[src/rtl/riscv_pkg.sv]
// Shared types for the memory stage: funct3 access sizes and the LSU state encoding.
package riscv_pkg;

    localparam int XLEN = 32;

    typedef enum logic [2:0] {
        MEM_B  = 3'b000,
        MEM_H  = 3'b001,
        MEM_W  = 3'b010,
        MEM_BU = 3'b100,
        MEM_HU = 3'b101
    } mem_size_e;

    typedef enum logic [1:0] {
        LSU_IDLE = 2'd0,
        LSU_REQ  = 2'd1,
        LSU_WAIT = 2'd2,
        LSU_DONE = 2'd3
    } lsu_state_e;

    // Unused size encodings are treated as word accesses.
    function automatic logic is_misaligned(input logic [2:0] size, input logic [1:0] off);
        logic mis;
        case (size)
            MEM_B, MEM_BU: mis = 1'b0;
            MEM_H, MEM_HU: mis = off[0];
            default:       mis = (off != 2'b00);
        endcase
        return mis;
    endfunction

endpackage

[src/rtl/lsu_data_align.sv]
// Pure combinational lane logic: byte enables and store replication on the way out,
// byte/half extraction with sign or zero extension on the way back.
module lsu_data_align
    import riscv_pkg::*;
(
    input  logic [2:0]      size_i,
    input  logic [1:0]      off_i,
    input  logic [XLEN-1:0] wdata_i,
    input  logic [XLEN-1:0] rdata_i,
    output logic [3:0]      be_o,
    output logic [XLEN-1:0] wdata_o,
    output logic [XLEN-1:0] rdata_o
);

    logic [7:0]  byte_v;
    logic [15:0] half_v;

    always_comb begin
        byte_v = rdata_i[{off_i, 3'b000} +: 8];
        half_v = rdata_i[{off_i[1], 4'b0000} +: 16];
    end

    always_comb begin
        be_o    = 4'b1111;
        wdata_o = wdata_i;
        rdata_o = rdata_i;
        case (size_i)
            MEM_B: begin
                be_o    = 4'b0001 << off_i;
                wdata_o = {4{wdata_i[7:0]}};
                rdata_o = {{24{byte_v[7]}}, byte_v};
            end
            MEM_BU: begin
                be_o    = 4'b0001 << off_i;
                wdata_o = {4{wdata_i[7:0]}};
                rdata_o = {24'h0, byte_v};
            end
            MEM_H: begin
                be_o    = 4'b0011 << off_i;
                wdata_o = {2{wdata_i[15:0]}};
                rdata_o = {{16{half_v[15]}}, half_v};
            end
            MEM_HU: begin
                be_o    = 4'b0011 << off_i;
                wdata_o = {2{wdata_i[15:0]}};
                rdata_o = {16'h0, half_v};
            end
            default: begin
                be_o    = 4'b1111;
                wdata_o = wdata_i;
                rdata_o = rdata_i;
            end
        endcase
    end

endmodule

[src/rtl/load_store_unit.sv]
// Data-memory stage: runs one request/grant/response bus transaction per LOAD/STORE,
// stalling the core until it completes, is rejected as misaligned, or times out.
module load_store_unit
    import riscv_pkg::*;
#(
    parameter int TIMEOUT_CYCLES = 255
) (
    input  logic            clk_i,
    input  logic            rst_ni,
    input  logic            req_i,
    input  logic            we_i,
    input  logic [2:0]      size_i,
    input  logic [XLEN-1:0] addr_i,
    input  logic [XLEN-1:0] wdata_i,
    output logic [XLEN-1:0] rdata_o,
    output logic            done_o,
    output logic            stall_o,
    output logic            misaligned_o,
    output logic            bus_err_o,
    output logic            mem_req_o,
    input  logic            mem_gnt_i,
    output logic            mem_we_o,
    output logic [3:0]      mem_be_o,
    output logic [XLEN-1:0] mem_addr_o,
    output logic [XLEN-1:0] mem_wdata_o,
    input  logic            mem_rvalid_i,
    input  logic [XLEN-1:0] mem_rdata_i,
    input  logic            mem_err_i,
    output lsu_state_e      state_o
);

    localparam int CNT_W = $clog2(TIMEOUT_CYCLES + 1);

    lsu_state_e      state_q, state_d;
    logic [CNT_W-1:0] cnt_q, cnt_d;
    logic [XLEN-1:0] rdata_q, rdata_d;
    logic            mis_q, mis_d;
    logic            err_q, err_d;

    logic            we_q;
    logic [2:0]      size_q;
    logic [XLEN-1:0] addr_q;
    logic [XLEN-1:0] wdata_q;

    logic            accept;
    logic            timeout;
    logic            in_req;
    logic            in_done;
    logic [3:0]      be;
    logic [XLEN-1:0] wdata_rep;
    logic [XLEN-1:0] rdata_ext;

    lsu_data_align u_align (
        .size_i  (size_q),
        .off_i   (addr_q[1:0]),
        .wdata_i (wdata_q),
        .rdata_i (mem_rdata_i),
        .be_o    (be),
        .wdata_o (wdata_rep),
        .rdata_o (rdata_ext)
    );

    assign accept  = (state_q == LSU_IDLE) && req_i;
    assign timeout = (cnt_q == CNT_W'(TIMEOUT_CYCLES - 1));
    assign in_req  = (state_q == LSU_REQ);
    assign in_done = (state_q == LSU_DONE);

    always_comb begin
        state_d = state_q;
        cnt_d   = cnt_q;
        rdata_d = rdata_q;
        mis_d   = mis_q;
        err_d   = err_q;
        case (state_q)
            LSU_IDLE: begin
                if (req_i) begin
                    mis_d = is_misaligned(size_i, addr_i[1:0]);
                    err_d = 1'b0;
                    cnt_d = '0;
                    state_d = is_misaligned(size_i, addr_i[1:0]) ? LSU_DONE : LSU_REQ;
                end
            end
            LSU_REQ: begin
                cnt_d = cnt_q + CNT_W'(1);
                if (timeout) begin
                    err_d   = 1'b1;
                    rdata_d = '0;
                    state_d = LSU_DONE;
                end else if (mem_gnt_i) begin
                    state_d = LSU_WAIT;
                end
            end
            LSU_WAIT: begin
                cnt_d = cnt_q + CNT_W'(1);
                // A response arriving on the last allowed cycle still counts as completion.
                if (mem_rvalid_i) begin
                    err_d   = mem_err_i;
                    rdata_d = mem_err_i ? '0 : rdata_ext;
                    state_d = LSU_DONE;
                end else if (timeout) begin
                    err_d   = 1'b1;
                    rdata_d = '0;
                    state_d = LSU_DONE;
                end
            end
            LSU_DONE: begin
                state_d = LSU_IDLE;
            end
            default: begin
                state_d = LSU_IDLE;
            end
        endcase
    end

    always_ff @(posedge clk_i or negedge rst_ni) begin
        if (!rst_ni) begin
            state_q <= LSU_IDLE;
            cnt_q   <= '0;
            rdata_q <= '0;
            mis_q   <= 1'b0;
            err_q   <= 1'b0;
        end else begin
            state_q <= state_d;
            cnt_q   <= cnt_d;
            rdata_q <= rdata_d;
            mis_q   <= mis_d;
            err_q   <= err_d;
        end
    end

    always_ff @(posedge clk_i or negedge rst_ni) begin
        if (!rst_ni) begin
            we_q    <= 1'b0;
            size_q  <= 3'b000;
            addr_q  <= '0;
            wdata_q <= '0;
        end else if (accept) begin
            we_q    <= we_i;
            size_q  <= size_i;
            addr_q  <= addr_i;
            wdata_q <= wdata_i;
        end
    end

    // Bus fields are driven only while requesting so they read as zero otherwise.
    assign mem_req_o   = in_req;
    assign mem_we_o    = in_req & we_q;
    assign mem_be_o    = in_req ? be : 4'b0000;
    assign mem_addr_o  = in_req ? {addr_q[XLEN-1:2], 2'b00} : '0;
    assign mem_wdata_o = in_req ? wdata_rep : '0;

    assign done_o       = in_done;
    assign misaligned_o = in_done & mis_q;
    assign bus_err_o    = in_done & err_q;
    assign rdata_o      = rdata_q;
    assign stall_o      = req_i & ~in_done;
    assign state_o      = state_q;

endmodule
[config.mk]
export PLATFORM = sky130hd
export DESIGN_NAME = load_store_unit
export DESIGN_NICKNAME = d
export VERILOG_FILES = /design/src/rtl/riscv_pkg.sv /design/src/rtl/lsu_data_align.sv /design/src/rtl/load_store_unit.sv
export SDC_FILE = /design/constraint.sdc
export NUM_CORES = 1
export LEC_CHECK = 0
export CORE_UTILIZATION = 42
export DETAILED_ROUTE_END_ITERATION = 7
export DONT_BUFFER_PORTS = 1
export GPL_TIMING_DRIVEN = 1
export PLACE_DENSITY = 0.57
export RECOVER_POWER = 50
export SLEW_MARGIN = 20
export SYNTH_ARGS = -nofsm -noshare
export SYNTH_HDL_FRONTEND = slang
export SYNTH_SLANG_ARGS = --single-unit
[constraint.sdc]
create_clock -name clk_i -period 2.61 [get_ports clk_i]
set_input_delay 0.522 -clock clk_i [delete_from_list [all_inputs] [get_ports clk_i]]
set_output_delay 0.522 -clock clk_i [all_outputs]
set_load 0.01 [all_outputs]
# --- After elaboration in Yosys (flattened, before gate mapping) ---
# Index checks and enable logic that the tools add are counted.
word_totals:
  reg_bits: 112
  input_bits: 106
  output_inout_bits: 108
  elab_cells: 75
op_classes:
  add_sub_neg: 1
  n_eq_ne: 13
  shifts: 4
  muxes: 26
  n_bitwise: 5
  reduce_logical: 17
op_table:
  columns: ["op", "count"]
  rows:
  - ["32-bit 2-to-1 mux", 5]
  - ["32-bit one-hot mux with 2 select lines", 2]
  - ["32-bit one-hot mux with 4 select lines", 1]
  - ["32-bit by 6-bit indexed part select with 16-bit output", 1]
  - ["32-bit by 6-bit indexed part select with 8-bit output", 1]
  - ["8-bit one-hot mux with 2 select lines", 1]
  - ["3-bit equality test (second input constant)", 4]
  - ["2-bit 2-to-1 mux", 6]
  - ["2-bit OR reduction", 5]
  - ["8-bit by 1-bit adder with 8-bit output (second input constant)", 1]
  - ["8-bit equality test (second input constant)", 1]
  - ["8-bit 2-to-1 mux", 1]
  - ["2-bit one-hot mux with 4 select lines", 1]
  - ["4-bit one-hot mux with 2 select lines", 1]
  - ["3-bit by 1-bit equality test with 1-bit output (second input constant)", 2]
  - ["3-bit zero test", 2]
  - ["3-bit inequality test (second input constant)", 2]
  - ["2-bit AND reduction", 3]
  - ["2-bit nonzero test", 3]
  - ["1-bit 2-to-1 mux", 5]
  - ["1-bit bitwise AND", 4]
  - ["2-bit equality test (second input constant)", 2]
  - ["4-bit 2-to-1 mux", 1]
  - ["1-bit by 2-bit left shift with 4-bit output (first input constant)", 1]
  - ["10 further kinds", 10]

# --- Depth between registers and ports, before layout ---
logic_depth:
  ltp_word: 8
  ltp_mapped: 7
  ltp_nobuf: 6

# --- Modules after synthesis ---
# Synthesis repeated with hierarchy kept, for this count alone.
unflattened:
  cells_unflattened: 589
  area_unflattened_um2: 6376.1
modules_own_cells:
  columns: ["mod", "n_inst", "cells_per_inst", "area_per_inst_um2", "seq_area_each_um2"]
  rows:
  - ["load_store_unit", 1, 390, 5053.6, 2802.7]
  - ["lsu_data_align", 1, 199, 1322.5, 0.0]

# --- Worst setup path after synthesis ---
# No wires, ideal clock.
synth_timing:
  path_type: "register to output"
  start: "register state_q[1], in the netlist state_o[1]"
  end: "output mem_wdata_o[16]"
  t_arrival_ns: 1.604
  required_ns: 2.088
  setup_slack_ns: 0.484
  path_stages_with_launch: 7
  n_path_buf: 2
  cell_sequence: "dfrtp_1 inv_1 ha_1 inv_1 clkbuf_1 clkbuf_1 nor2_1"
synth_between:
  elab_chain_len: 2
synth_rtl:
  columns: ["element", "line", "text"]
  rows:
  - ["start: declaration", "load_store_unit.sv:34", "lsu_state_e state_q, state_d;"]
  - ["start signal: assignment", "load_store_unit.sv:123", "state_q <= state_d;"]
  - ["2-bit by 1-bit equality test with 1-bit output", "load_store_unit.sv:65", "assign in_req = (state_q == LSU_REQ);"]
  - ["net mem_req_o", "load_store_unit.sv:20", "output logic mem_req_o,"]
  - ["32-bit 2-to-1 mux", "load_store_unit.sv:150", "assign mem_wdata_o = in_req ? wdata_rep : '0;"]
  - ["end: declaration", "load_store_unit.sv:25", "output logic [XLEN-1:0] mem_wdata_o,"]
# The timed path passes the listed nets, and every way through them passes these cells.

# --- Worst setup path after layout ---
layout_timing:
  start: "register state_q[0], in the netlist state_o[0]"
  end: "register rdata_q[6], in the netlist rdata_o[6]"
layout_between:
  elab_chain_len: 2
  elab_cells_between_ends: 4
  cone_classes: "2 x eq/ne; 1 x mux; 1 x reduce/logical"
layout_rtl:
  columns: ["element", "line", "text"]
  rows:
  - ["2-bit equality test or 2-bit by 1-bit equality test with 1-bit output (tied branches)", "load_store_unit.sv:74", "case (state_q)"]
  - ["32-bit one-hot mux with 2 select lines or 2-bit nonzero test (tied branches)", null, null]
  - ["end signal: assignment", "load_store_unit.sv:125", "rdata_q <= rdata_d;"]
  - ["end: declaration", "load_store_unit.sv:36", "logic [XLEN-1:0] rdata_q, rdata_d;"]
# Parallel ways exist; a longest one is shown, timed or not.
# A chain may end at the register's enable or synchronous reset.

==> metrics.md <==
| Metric | Value |
|---|---|
| CTS tree | built |
| Worst-Margin Slew | 1.09 ns |
| XOR/XNOR Fraction of Synth Area | 0.908% |
| Leakage power | 2.82 nW |
| Drt initial violations | 309 |
| H-tree Lvls | 3 |
| Final Hold Fails | 112 |
| Syn Inst Count | 520 |
| Dpl ws | 0.128 ns |
| Design area | 6440 µm² |
| Max cap viols | 0 |
| Largest family of logic cells by synthesized area | multiplexers |
| Clock sinks | 112 |
| Io pins | 214 |
| Total Neg Setup Slack | 0 ns |
| Vias in the first global route | 4,092 |
| DRT antenna net count | 0 |
| Post-Layout Cell Count | 713 |
| Overall Power | 8.53 mW |
| Fin Hold WS | -0.144 ns |
| Crit path buffers/inverters | 2 |
| GP Congestion | 0.865 |
| Fin util | 48.3% |
| GRT Residual Overflow | 0 |
| Slew headroom | 27.5% |
| Final min period | 2.36 ns |
| Register area share after synthesis | 48.4% |
| I/O Buffers | 0 |
| Fill cells | 1,248 |
| Number of synthesized register bits | 112 |
| Total CTS buffers | 9 |
| Post-Route WL | 14,400 µm |
| Post-route setup slack | 0.254 ns |
| Pwr Density | 1330 nW/µm² |
| Worst Hold Class | in -> async |
| Clock Tree Root | clkbuf_16 |
| Vias/cell | 5.80 |
| DP Wirelength | 10,100 µm |
| Slew Viols, Final | 0 |
| NumNets Final | 646 |
| Synth cell types | 46 |
| Status | finished with violations |
| Final number of setup-violating endpoints | 0 |
| Clk buf depth | 2 |
| Die Width | 119 µm |
| Total die area | 14,300 µm² |
| Rows | 42 |
| Startpoint types | flop |
| Area occupied by multi-input gates | 2770 µm² |
| Most area-consuming cells after synthesis | dfrtp_1 (48%), mux2_2 (13%), mux2i_1 (4.8%), and2_1 (4.5%), a221o_1 (2.9%) |
| Crit Path Max Fanout | 13 |
| Post-synth EDFFs | 0 |
| Simple-Gate Fraction of Synth Area | 12.5% |
| Failing checks | hold timing |
| Compound-Gate Fraction of Synth Area | 13.8% |
| Clk slew on worst S/H paths | 0.08 ns |
| Clock Skew | 0.00504 ns |
| Global-route wire length before repair | 22,400 µm |
| Inst Count DP | 697 |
| Register Area | 2800 µm² |
| Largest net degree at the start of global routing | 113 |
| Asr flop ratio synth | 100% |
| Setup bufs post-CTS | 0 |
| Drt wl/cell | 20.3 µm |
| Syn avg cell area | 11.1 µm² |
| Initial cell density of the core | 43.4% |
| P&R area growth vs syn | 11.3% |
| N_diodes | 0 |
| Share of post-route cells with drive strength above 1 | 24.4% |
| Via count | 4,138 |
| Critical Path, Cell by Cell | inv_1 > ha_1 > buf_4 > nor3b_1 > a22o_1 |
| Gr usage total | 20.4% |
| Yosys warns | 0 |
| Yosys top cell by area | dfrtp_1 |
| Unrepaired setup endpoints after global routing | false |
| Worst path max stage delay | 0.89 ns |
| Slowest cell on crit path | nor3b_1 |
| Crit share post-route | 90.3% |
| WP data arrival | 2.64 ns |
| # DRC | 0 |
| Worst-Skew Late Latency | 0.35 ns |
| Initial DRT Pass Iterations | 6 |
| Core ar. | 13,300 µm² |
| Peak supply drop | 0.499 mV |
| Crit end category | flop |
| Die H | 119 µm |
| Crit path kind | reg -> reg |
| Main synth FF type | dfrtp_1 |
| Worst Path Required | 2.90 ns |
| Delay-heaviest family, CP | simple AND/OR/NAND/NOR gates |
| Placed Area | 6140 µm² |
| Post-synthesis adder-cell area fraction | 1.73% |
| Synthesized cell area | 5790 µm² |
| Mux share of post-synthesis cell area | 18.7% |
| Initial antenna violation count | 0 |
| FMAX | 424 MHz |
| Top cell type's share of synthesized area | 48.4% |
-- cells in the final DEF (no fill, tap or decap), drive strengths merged, types with 13 or more instances in the layout --
cell,n
o21ai,14
mux2i,28
dfrtp,112
mux2,69
a21oi,26
buf,38
and2,42
a22o,14
nor2,39
nand2,24
clkbuf,13
a221o,17
-- layer usage --
metal  vias up  wire length, µm  GRT usage (%)
li1       1883                -              -
met1      2067             5880           25.3
met2       175             6980           32.7
met3        13             1400           8.19
met4         0              184           5.39
met5         -                0              0
-- cells by family (layout without fill, tap and decap cells) --
kind of cell / Yosys count / count (layout)
AO/OA/AOI/OAI: 108 / 108
adder cells (fa/ha/maj): 8 / 8
other: 1 / 2
multiplexers: 98 / 98
AND/OR/NAND/NOR: 137 / 137
buffers and inverters: 50 / 66
flip-flops: 112 / 112
XOR/XNOR: 6 / 6
-- power by group --
group	internal, mW	switching (mW)
combinational	1.86	1.92
clock	0.783	0.657
sequential	2.54	0.769
total	5.19	3.35
-- repair_timing --
item	4_1_cts	5_1_grt
endpoints found under the hold margin	112	112
endpoints found under the setup margin	8	19
gates resized for setup	1	2
-- synth_stat cells (all sizes together), types with 2 or more instances --
library cell  instances
a21oi                26
a221o                17
a221oi                2
a222oi                7
a22o                 14
a2bb2oi               7
a31oi                 2
and2                 42
buf                  20
clkbuf               20
dfrtp               112
ha                    8
inv                  10
mux2                 69
mux2i                28
nand2                24
nand2b                3
nand3                 2
nand4b                2
nor2                 39
nor2b                12
nor3b                 4
nor4b                 3
o21a                  2
o21ai                14
o22ai                10
o2bb2ai               2
or2                   3
xnor2                 5
-- sequential cells by signal, indices dropped and copies added, names as in the netlist --
name	cells
state_o	2
cnt_q	8
rdata_o	32
err_q	1
we_q	1
wdata_q	32
addr_q	32
mis_q	1
size_q	3
-- worst paths after layout --
kind / from / to / slack (ns) / cells past startpoint
setup / recovery: state_o[0] / rdata_o[6] / 0.25 / 5
hold / removal: rst_ni / rdata_o[19] / -0.14 / 0
setup reg to reg: state_o[0] / rdata_o[6] / 0.25 / 5
hold reg to reg: addr_q[29] / addr_q[29] / 0.50 / 1
max in group asynchronous: rst_ni / cnt_q[1] / 2.59 / 0
min in group clk_i: size_i[1] / size_q[1] / 0.29 / 2
-- area by class of cell --
cell class	count	area share, %
repair buffers	40	4.74
multi-input cells	359	43.0
clock inverters	5	0.991
well taps	176	3.42
inverters	10	0.583
clock buffers	11	3.77
flip-flops and latches	112	43.5
Note: power is estimated with default switching activity, not from simulation.
